==> config.mk <==
export PLATFORM = sky130hd
export DESIGN_NAME = dsp_regseq
export DESIGN_NICKNAME = d
export VERILOG_FILES = /design/src/rtl/dsp_regseq_pkg.sv /design/src/rtl/dsp_wbfifo.sv /design/src/rtl/dsp_regseq.sv
export SDC_FILE = /design/constraint.sdc
export NUM_CORES = 1
export LEC_CHECK = 0
export BUFFER_PORTS_ARGS = -buffer_cell sky130_fd_sc_hd__buf_4
export CAP_MARGIN = 15
export CORE_MARGIN = 2
export CORE_UTILIZATION = 59
export CTS_CLUSTER_DIAMETER = 80
export DETAILED_ROUTE_END_ITERATION = 12
export GPL_TIMING_DRIVEN = 0
export PLACE_DENSITY = 0.88
export SETUP_SLACK_MARGIN = 0.02
export SLEW_MARGIN = 20
export SYNTH_ARGS = -nofsm -noshare
export SYNTH_HDL_FRONTEND = slang
export SYNTH_HIERARCHICAL = 1
export SYNTH_SLANG_ARGS = --single-unit
==> constraint.sdc <==
create_clock -name sys_clk -period 10 [get_ports sys_clk]
set_input_delay 0.5 -clock sys_clk [delete_from_list [all_inputs] [get_ports sys_clk]]
set_output_delay 0.5 -clock sys_clk [all_outputs]
set_load 0.02 [all_outputs]
==> src/rtl/dsp_regseq_pkg.sv <==
// dsp_regseq_pkg: shared widths, idle RAM-port values and the writeback entry type.
package dsp_regseq_pkg;
  localparam int REG_AW = 6;
  localparam int REG_DW = 32;
  localparam int REG_N  = 64;
  localparam logic [REG_AW-1:0] IDLE_ADDR = '0;
  localparam logic [REG_DW-1:0] IDLE_DATA = '0;
  localparam logic IDLE_CLK = 1'b0;
  localparam logic IDLE_NWE = 1'b1;
  typedef struct packed {
    logic [REG_AW-1:0] addr;
    logic [REG_DW-1:0] data;
  } wb_entry_t;
endpackage

==> src/rtl/dsp_wbfifo.sv <==
// dsp_wbfifo: writeback FIFO; caller never pushes when full or pops when empty.
module dsp_wbfifo
  import dsp_regseq_pkg::*;
#(
  parameter int WB_DEPTH = 4
) (
  input  logic      i_clk,
  input  logic      i_rst,
  input  logic      i_push,
  input  wb_entry_t i_din,
  input  logic      i_pop,
  output logic      o_full,
  output logic      o_empty,
  output wb_entry_t o_head
);
  localparam int PW = $clog2(WB_DEPTH);
  wb_entry_t r_mem [WB_DEPTH];
  logic [PW-1:0] r_wp, r_rp;
  logic [PW:0] r_cnt;
  always_ff @(posedge i_clk or posedge i_rst)
    if (i_rst) begin
      r_wp  <= '0;
      r_rp  <= '0;
      r_cnt <= '0;
    end else begin
      if (i_push) r_wp <= r_wp + 1'b1;
      if (i_pop) r_rp <= r_rp + 1'b1;
      r_cnt <= r_cnt + (PW+1)'(i_push) - (PW+1)'(i_pop);
    end
  // Storage is not reset; the pointers alone define what is valid.
  always_ff @(posedge i_clk)
    if (i_push) r_mem[r_wp] <= i_din;
  assign o_full  = r_cnt == (PW+1)'(WB_DEPTH);
  assign o_empty = r_cnt == '0;
  assign o_head  = r_mem[r_rp];
endmodule

==> src/rtl/dsp_regseq.sv <==
// dsp_regseq: register-RAM access sequencer with busy scoreboard and writeback FIFO.
module dsp_regseq
  import dsp_regseq_pkg::*;
#(
  parameter int WB_DEPTH = 4
) (
  input  logic              sys_clk,
  input  logic              sys_rst,
  input  logic              op_req,
  input  logic [REG_AW-1:0] op_srca,
  input  logic [REG_AW-1:0] op_srcb,
  input  logic [REG_AW-1:0] op_dst,
  input  logic              op_wb,
  output logic              op_ack,
  output logic              op_valid,
  output logic [REG_DW-1:0] opa,
  output logic [REG_DW-1:0] opb,
  input  logic              wb_valid,
  input  logic [REG_AW-1:0] wb_addr,
  input  logic [REG_DW-1:0] wb_data,
  output logic              wb_ready,
  output logic [REG_AW-1:0] aa,
  output logic [REG_AW-1:0] ab,
  output logic [REG_DW-1:0] da,
  output logic [REG_DW-1:0] db,
  output logic              clka,
  output logic              clkb,
  output logic              nwea,
  output logic              nweb,
  input  logic [REG_DW-1:0] qa,
  input  logic [REG_DW-1:0] qb
);
  logic [REG_N-1:0] r_busy;
  logic r_op_valid;
  logic w_full, w_empty, w_issue, w_commit;
  logic [REG_N-1:0] w_set, w_clr;
  wb_entry_t w_head, w_din;
  assign w_din = {wb_addr, wb_data};
  dsp_wbfifo #(.WB_DEPTH(WB_DEPTH)) u_fifo (
    .i_clk  (sys_clk),
    .i_rst  (sys_rst),
    .i_push (wb_valid & ~w_full),
    .i_din  (w_din),
    .i_pop  (w_commit),
    .o_full (w_full),
    .o_empty(w_empty),
    .o_head (w_head)
  );
  // Reset gating keeps the RAM ports idle for the whole reset window.
  assign w_issue  = ~sys_rst & op_req & ~r_busy[op_srca] & ~r_busy[op_srcb]
                  & ~(op_wb & r_busy[op_dst]) & ~w_full;
  assign w_commit = ~sys_rst & ~w_empty & ~w_issue;
  assign w_set = {{(REG_N-1){1'b0}}, w_issue & op_wb} << op_dst;
  assign w_clr = {{(REG_N-1){1'b0}}, w_commit} << w_head.addr;
  always_ff @(posedge sys_clk or posedge sys_rst)
    if (sys_rst) begin
      r_busy     <= '0;
      r_op_valid <= 1'b0;
    end else begin
      r_busy     <= (r_busy & ~w_clr) | w_set;
      r_op_valid <= w_issue;
    end
  always_comb begin
    aa   = w_issue ? op_srca : IDLE_ADDR;
    ab   = w_issue ? op_srcb : w_commit ? w_head.addr : IDLE_ADDR;
    db   = w_commit ? w_head.data : IDLE_DATA;
    clka = w_issue ? 1'b1 : IDLE_CLK;
    clkb = (w_issue | w_commit) ? 1'b1 : IDLE_CLK;
    nweb = w_commit ? 1'b0 : IDLE_NWE;
  end
  assign nwea     = IDLE_NWE;
  assign da       = IDLE_DATA;
  assign op_ack   = w_issue;
  assign op_valid = r_op_valid;
  assign wb_ready = ~w_full;
  assign opa      = qa;
  assign opb      = qb;
endmodule

==> key figures, run 1 <==
Run status
  – Status: completed

Detailed routing
  – DRT iter0 DRCs: slightly below 900
  – Final wirelength: approximately 32000 um
  – Via count: 8542
  – DR pass1 iterations: 6
  – Post-route ant nets: 0
  – Wire length per cell: ~23 um
  – Vias per cell: about 6.2
  – DRC violations left: 0

Synth
  – Mapped Area: 11700 sq um
  – Synth warnings: 6
  – Post-synth top area share: 38.9%
  – Synth cell types: 48
  – Leading area contributor after synthesis: edfxtp_1
  – Syn avg cell area: around 13 sq um
  – Asr flop ratio synth: roughly a third
  – Synth Instances: 880
  – EDFF count, synth: between 150 and 200
  – Flops & latches, synth: 224
  – Sequential area share after synthesis: between 50% and 60%
  – Area contributors post-synth: edfxtp_1 39%, mux4_2 16%, dfrtp_1 15%
  – Most common flop cell mapped by yosys: edfxtp_1

Final layout
  – Most frequent cells in the layout: 263 x buf_4, 152 x edfxtp_1, 87 x nand2_1, 81 x mux4_2, 72 x dfrtp_1
  – Share of layout cells above drive strength 1: about two fifths
  – Number of non-filler instances in the completed layout: between 1000 and 1500
  – Commonest non-fill, non-tap cell in the layout: buf_4
  – Area Overhead vs Synth: 21.6%
  – Final nets: around 1200
  – Cell area after layout: around 14000 sq um
  – ANT cells: 0

Placement
  – Port Buffer Count: 164
  – DP HPWL: around 22000 um
  – Placement-stage cell area: roughly 14000 sq um
  – Placed insts: between 1000 and 1500
  – Final GP Congestion: approximately 1.0

Clocking
  – Clk_lat worst skew: about 0.53 ns
  – Clk buf depth: 3
  – Hold_buf cts: 1
  – CTS tree: built
  – Clock root buffer: clkbuf_16
  – Setup Buffers After CTS: 0
  – Post_cts resized: 0
  – CTS Buf Count: 22
  – Worst-path clk slew: about 0.06 ns
  – CTS sink cnt: ~220
  – H-tree depth: 1

Setup path
  – Worst Setup End Kind: output port
  – CP top delay family: buffers and inverters
  – Crit-path max FO: 33
  – WP data required: 9.50 ns
  – Crit path top cell by count: buf_4
  – Slowest cell on the critical path: dlygate4sd3_1
  – CP Data Arrival Time: approximately 3.8 ns
  – WP buf/inv: 7
  – CP peak stage delay: 0.57 ns
  – Crit path kind: primary input to output port
  – Crit-path cells: dlygate4sd3_1 > buf_4 > inv_4 > nand3_1 > a31oi_1 > o211ai_2 > nor3_2 > nand3b_4 > inv_2 > buf_6 > buf_2 > nand2_1 > o21ai_0 > buf_4
  – Critical path startpoint category: primary input

Worst hold path
  – Hold crit path type: primary input to flip-flop

STA
  – Maximum clock rate: 231 MHz
  – Fin crit share: about 43%
  – WHS: between 0.15 and 0.2 ns
  – Clock skew: 0.0175 ns
  – Endpoints failing hold: 0
  – RSZ-0062 raised after global routing: no
  – Slew Limit Fails: 0
  – Fin crit period: around 4.3 ns
  – Relative slew slack: between 30% and 40%
  – Setup TNS: 0 ns
  – Worst-margin pin slew: approximately 1.0 ns
  – Final setup violating endpoints: 0

Power
  – Total chip power: ~3.3 mW
  – Worst VDD drop: roughly 0.21 mV
  – PD cells: approximately 230 nW/um^2
  – Lkg Pwr: roughly 5.7 nW

Global routing
  – All-Layer GR Usage: about 30%
  – First-pass GRT wire length: roughly 50000 um
  – Largest net degree at the start of global routing: 35
  – Grt total ovfl: 0
  – Number of global-route vias before repair: between 8000 and 9000
  – Initial antenna violation count: 0

Floorplan
  – Die ar.: approximately 21000 sq um
  – Chip Height: 145 um
  – Placeable Area: roughly 20000 sq um
  – # rows: just over 50
  – Initial Util: 60.3%
  – # IOs: roughly 270
  – Die W: between 100 and 150 um

Flow run
  – Max-Cap Viols: 0
path summary, 6_finish.rpt:
path | start | to | slack (ns) | cells past startpoint
max reg2reg | r_busy[46] | u_fifo/r_cnt[2] | 6.28 | 15
min in group asynchronous | sys_rst | u_fifo/r_cnt[1] | 0.59 | 3
min reg2reg | r_busy[7] | r_busy[7] | 0.53 | 2
min | wb_data[11] | u_fifo/r_mem[1][11] | 0.17 | 1
max in group asynchronous | sys_rst | r_busy[33] | 8.84 | 4
max | sys_rst | ab[5] | 5.67 | 14
where the power goes:
part           leakage, nW  switching (mW)  total, mW  internal, mW
clock                0.354           0.355      0.842         0.488
sequential            2.37          0.0785       1.25          1.18
combinational         3.01           0.670       1.19         0.517
worst register-to-register path: stages, from the launching register on:
cell and delay, ns:
dfrtp_1 0.44, mux4_2 0.49, mux2_2 0.29, o221ai_1 0.23, a31oi_1 0.09, nor3_2 0.23, nand3b_4 0.18, inv_2 0.13
buf_6 0.17, buf_6 0.18, nor3_4 0.08, ha_1 0.33, inv_1 0.04, ha_1 0.18, fa_1 0.41, xnor2_1 0.14
cells by family (layout without fill, tap and decap cells):
group / count (synthesis) / after routing / share of synthesized area (%)
AND/OR/NAND/NOR: 207 / 207 / 8.97
buffers and inverters: 170 / 379 / 9.97
other: 2 / 33 / 0.0640
flip-flops: 224 / 224 / 54.3
AO/OA/AOI/OAI: 157 / 157 / 7.62
multiplexers: 108 / 108 / 17.9
adder cells (fa/ha/maj): 7 / 7 / 0.811
XOR/XNOR: 5 / 5 / 0.373
cells in the mapped netlist, types with 4 or more instances:
| cell | instances |
|---|---|
| a22oi_1 | 5 |
| a31oi_1 | 4 |
| and2_1 | 11 |
| and3_1 | 34 |
| buf_1 | 4 |
| buf_12 | 5 |
| buf_2 | 15 |
| buf_4 | 99 |
| buf_6 | 8 |
| clkbuf_1 | 25 |
| dfrtp_1 | 72 |
| edfxtp_1 | 152 |
| ha_1 | 6 |
| inv_1 | 13 |
| mux2_2 | 5 |
| mux2i_1 | 22 |
| mux4_2 | 81 |
| nand2_1 | 87 |
| nand2b_1 | 7 |
| nand3_1 | 9 |
| nand3b_1 | 4 |
| nor2_1 | 20 |
| nor2b_1 | 12 |
| nor3_1 | 7 |
| o21ai_0 | 63 |
| o21ai_1 | 49 |
| o22ai_1 | 4 |
| o31ai_1 | 24 |
through the flow:
| stage | setup WS [ns] | utilization (%) |
|---|---|---|
| final | 5.67 | 73.3 |
| after floorplan | 5.74 | - |
| after global routing | 5.46 | 73.3 |
| after global placement | 4.00 | 68.9 |
| after CTS | 5.70 | 73.3 |
| after detailed placement | 5.58 | 69.5 |
routing by layer:
metal	vias up	track usage, %	share of wire (%)
li1	3637	-	-
met1	4187	38.4	35
met2	605	50.8	50
met3	113	7.39	11
met4	0	13.3	4.7
met5	-	0	0
final cells by class:
type	instances	area (sq um)
plain buffers	156	1120
clock buffers	29	577
clock inverters	10	149
fillers	1256	5200
inverters	14	55.1
multi-input cells	517	4320
flip-flops and latches	224	6370
well taps	265	332
repair buffers	170	1340
registers in the layout, indices dropped and copies added, names as in the netlist:
register,cells
r_busy,64
u_fifo/r_cnt,3
u_fifo/r_rp,2
u_fifo/r_mem,152
u_fifo/r_wp,2
op_valid,1
No activity file was read; power rests on OpenSTA's default activity.
==> run 2, diff against run 1 <==
--- a/config.mk
+++ b/config.mk
@@ -8,11 +8,11 @@
 export BUFFER_PORTS_ARGS = -buffer_cell sky130_fd_sc_hd__buf_4
 export CAP_MARGIN = 15
 export CORE_MARGIN = 2
-export CORE_UTILIZATION = 59
+export CORE_UTILIZATION = 55
 export CTS_CLUSTER_DIAMETER = 80
 export DETAILED_ROUTE_END_ITERATION = 12
 export GPL_TIMING_DRIVEN = 0
-export PLACE_DENSITY = 0.88
+export PLACE_DENSITY = 0.83
 export SETUP_SLACK_MARGIN = 0.02
 export SLEW_MARGIN = 20
 export SYNTH_ARGS = -nofsm -noshare
==> constraint.sdc (replaced) <==
create_clock -name sys_clk -period 4.3 [get_ports sys_clk]
set_input_delay 0.215 -clock sys_clk [delete_from_list [all_inputs] [get_ports sys_clk]]
set_output_delay 0.215 -clock sys_clk [all_outputs]
set_load 0.02 [all_outputs]
==> key figures, run 2 (synthesis gave the netlist of run 1 again) <==
Final layout
  – Share of layout cells above drive strength 1: 36.9% (was 38.2%)
  – Largest regs: u_fifo/r_mem x152, r_busy x64, u_fifo/r_cnt x3 (unchanged)
  – Final nets: 1276 (was 1237)
  – Most frequent cells in the layout: 263 x buf_4, 152 x edfxtp_1, 87 x nand2_1, 81 x mux4_2, 72 x dfrtp_1 (unchanged)
  – Final core occ: 69.9% (was 73.3%)
  – Biggest register: u_fifo/r_mem (unchanged)
  – Commonest non-fill, non-tap cell in the layout: buf_4 (unchanged)
  – Max FFs per register: 152 (unchanged)
  – Area Overhead vs Synth: 25.0% (was 21.6%)
  – ANT cells: 0 (unchanged)

Setup path
  – RR Endpoint: u_fifo/r_cnt[2] (unchanged)
  – Critical path startpoint category: flip-flop (was primary input)
  – WP data required: 4.09 ns (was 9.50 ns)
  – FF-to-FF path depth: 15 (unchanged)
  – CP peak stage delay: 0.50 ns (was 0.57 ns)
  – R2r setup slk: 0.61 ns (was 6.28 ns)
  – Worst Setup End Kind: output port (unchanged)
  – Crit-path max FO: 10 (was 33)
  – CP Data Arrival Time: 3.55 ns (was 3.83 ns)
  – WP buf/inv: 3 (was 7)
  – CP top delay family: multiplexers (was buffers and inverters)
  – Crit-path cells: mux2i_1 > mux4_2 > mux4_2 > o211ai_2 > nor3_2 > nand3b_4 > buf_2 > buf_2 > o21ai_0 > buf_4 (was dlygate4sd3_1 > buf_4 > inv_4 > nand3_1 > a31oi_1 > o211ai_2 > nor3_2 > nand3b_4 > inv_2 > buf_6 > buf_2 > nand2_1 > o21ai_0 > buf_4)
  – Slowest cell on the critical path: mux4_2 (was dlygate4sd3_1)
  – Crit Reg-Reg Startpoint: r_busy[35] (was r_busy[46])
  – Crit path kind: flip-flop to output port (was primary input to output port)

Worst hold path
  – Hold crit path type: primary input to flip-flop (unchanged)
  – Worst hold stages: 3 (was 1)
  – Hold Crit Start: wb_valid (was wb_data[11])
  – WHS Endpoint: u_fifo/r_wp[0] (was u_fifo/r_mem[1][11])

Floorplan
  – Initial Util: 56.0% (was 60.3%)
  – Chip Height: 150 um (was 145 um)
  – Die W: 150 um (was 145 um)
  – # rows: 53 (was 51)
  – Die ar.: 22500 sq um (was 21000 sq um)
  – Placeable Area: 21000 sq um (was 19500 sq um)
  – # IOs: 272 (unchanged)

Clocking
  – H-tree depth: 1 (unchanged)
  – Clk buf depth: 3 (unchanged)
  – Clock root buffer: clkbuf_16 (unchanged)
  – Post_cts resized: 0 (unchanged)
  – Clk_lat worst skew: 0.52 ns (was 0.53 ns)
  – CTS Buf Count: 23 (was 22)
  – CTS tree: built (unchanged)
  – CTS sink cnt: 224 (unchanged)
  – Worst-path clk slew: 0.06 ns (about the same)

Detailed routing
  – Wire length per cell: 22.2 um (was 23.2 um)
  – DR pass1 iterations: 7 (was 6)
  – Post-route ant nets: 0 (unchanged)
  – DRC violations left: 0 (unchanged)
  – Final wirelength: 31800 um (was 32200 um)
  – Via count: 8635 (was 8542)
  – Vias per cell: 6.02 (was 6.17)
  – DRT iter0 DRCs: 851 (was 892)

Power
  – Lkg Pwr: 5.90 nW (was 5.74 nW)
  – PD cells: 522 nW/um^2 (was 230 nW/um^2)
  – Worst VDD drop: 0.663 mV (was 0.214 mV)
  – Total chip power: 7.65 mW (was 3.28 mW)

Placement
  – Port Buffer Count: 164 (unchanged)
  – Final GP Congestion: 0.999 (was 0.995)
  – DP HPWL: 21400 um (was 22500 um)

STA
  – Fin crit share: 87.5%
  – Maximum clock rate: between 200 and 300 MHz
  – Worst-margin pin slew: 1.06 ns (was 1.03 ns)
  – Fin crit period: about 3.8 ns
  – RSZ-0062 raised after global routing: no (unchanged)
  – Clock skew: 0.0153 ns (was 0.0175 ns)
  – Final setup violating endpoints: 0 (unchanged)
  – Relative slew slack: 28.7% (was 31.0%)
  – Endpoints failing hold: 0 (unchanged)
  – Slew Limit Fails: 0 (unchanged)

Global routing
  – Grt total ovfl: 0 (unchanged)
  – Largest net degree at the start of global routing: 36 (was 35)
  – Number of global-route vias before repair: 8376 (was 8513)
  – First-pass GRT wire length: 47700 um (was 49400 um)
  – Initial antenna violation count: 0 (unchanged)
  – All-Layer GR Usage: 28.1% (was 30.5%)

Flow run
  – Max-Cap Viols: 0 (unchanged)

Run status
  – Status: completed (unchanged)
[run 2: worst min-delay path, cell delays in order]
cell and delay (ns):
buf_4 0.11, nor2b_1 0.20, xor2_1 0.14
[run 2: layer usage]
metal / wire length (um) / track usage [%] / up-vias
li1: - / - / 3706
met1: 11300 / 36.2 / 4211
met4: 1310 / 9.95 / 0
met2: 15700 / 47.0 / 623
met3: 3500 / 6.46 / 95
met5: 0 / 0 / -
[run 2: area by class of cell]
| type | count | area (sq um) |
|---|---|---|
| Multi-Input combinational cell | 517 | 4320 |
| Fill cell | 1431 | 6300 |
| Buffer | 156 | 1120 |
| Clock inverter | 9 | 108 |
| Inverter | 14 | 55.1 |
| Tap cell | 275 | 344 |
| Sequential cell | 224 | 6370 |
| Timing Repair Buffer | 208 | 1730 |
| Clock buffer | 31 | 616 |
[run 2: metrics by stage]
stage / TNS, ns / hold slack (ns) / cell area [sq um] / worst slack, ns / instances
after floorplan: 0 / 0.0184 / 11800 / 0.326 / 911
after global placement: -2.79 / 0.198 / 13400 / -0.740 / 1350
after detailed placement: 0 / 0.223 / 13500 / 0.186 / 1355
after CTS: 0 / 0.198 / 14700 / 0.642 / 1434
after global routing: 0 / 0.223 / 14700 / 0.443 / 1434
final: 0 / 0.199 / 14700 / 0.536 / 1434
[run 2: how the worst max path moves through the flow]
stage / startpoint / to / slack [ns] / depth (start not counted)
after global routing: r_busy[47] / clkb / 0.44 / 10
after detailed placement: op_srcb[1] / u_fifo/r_cnt[2] / 0.19 / 17
final: r_busy[36] / clkb / 0.54 / 10
after global placement: sys_rst / u_fifo/r_cnt[2] / -0.74 / 16
after CTS: r_busy[39] / clkb / 0.64 / 10
after floorplan: sys_rst / u_fifo/r_cnt[2] / 0.33 / 15
[run 2: report_power, final]
group / leakage, nW / internal (mW) / total, mW / switching (mW)
combinational: 3.18 / 1.23 / 2.80 / 1.57
sequential: 2.37 / 2.73 / 2.91 / 0.172
clock: 0.356 / 1.13 / 1.95 / 0.822
total: 5.90 / 5.09 / 7.65 / 2.56
[run 2: timing repair]
| item | CTS | global route |
|---|---|---|
| endpoints found under the setup margin | 0 | 0 |
| hold buffers | 39 | 0 |
| buffers inserted | 0 | 0 |
| endpoints found under the hold margin | 189 | 0 |
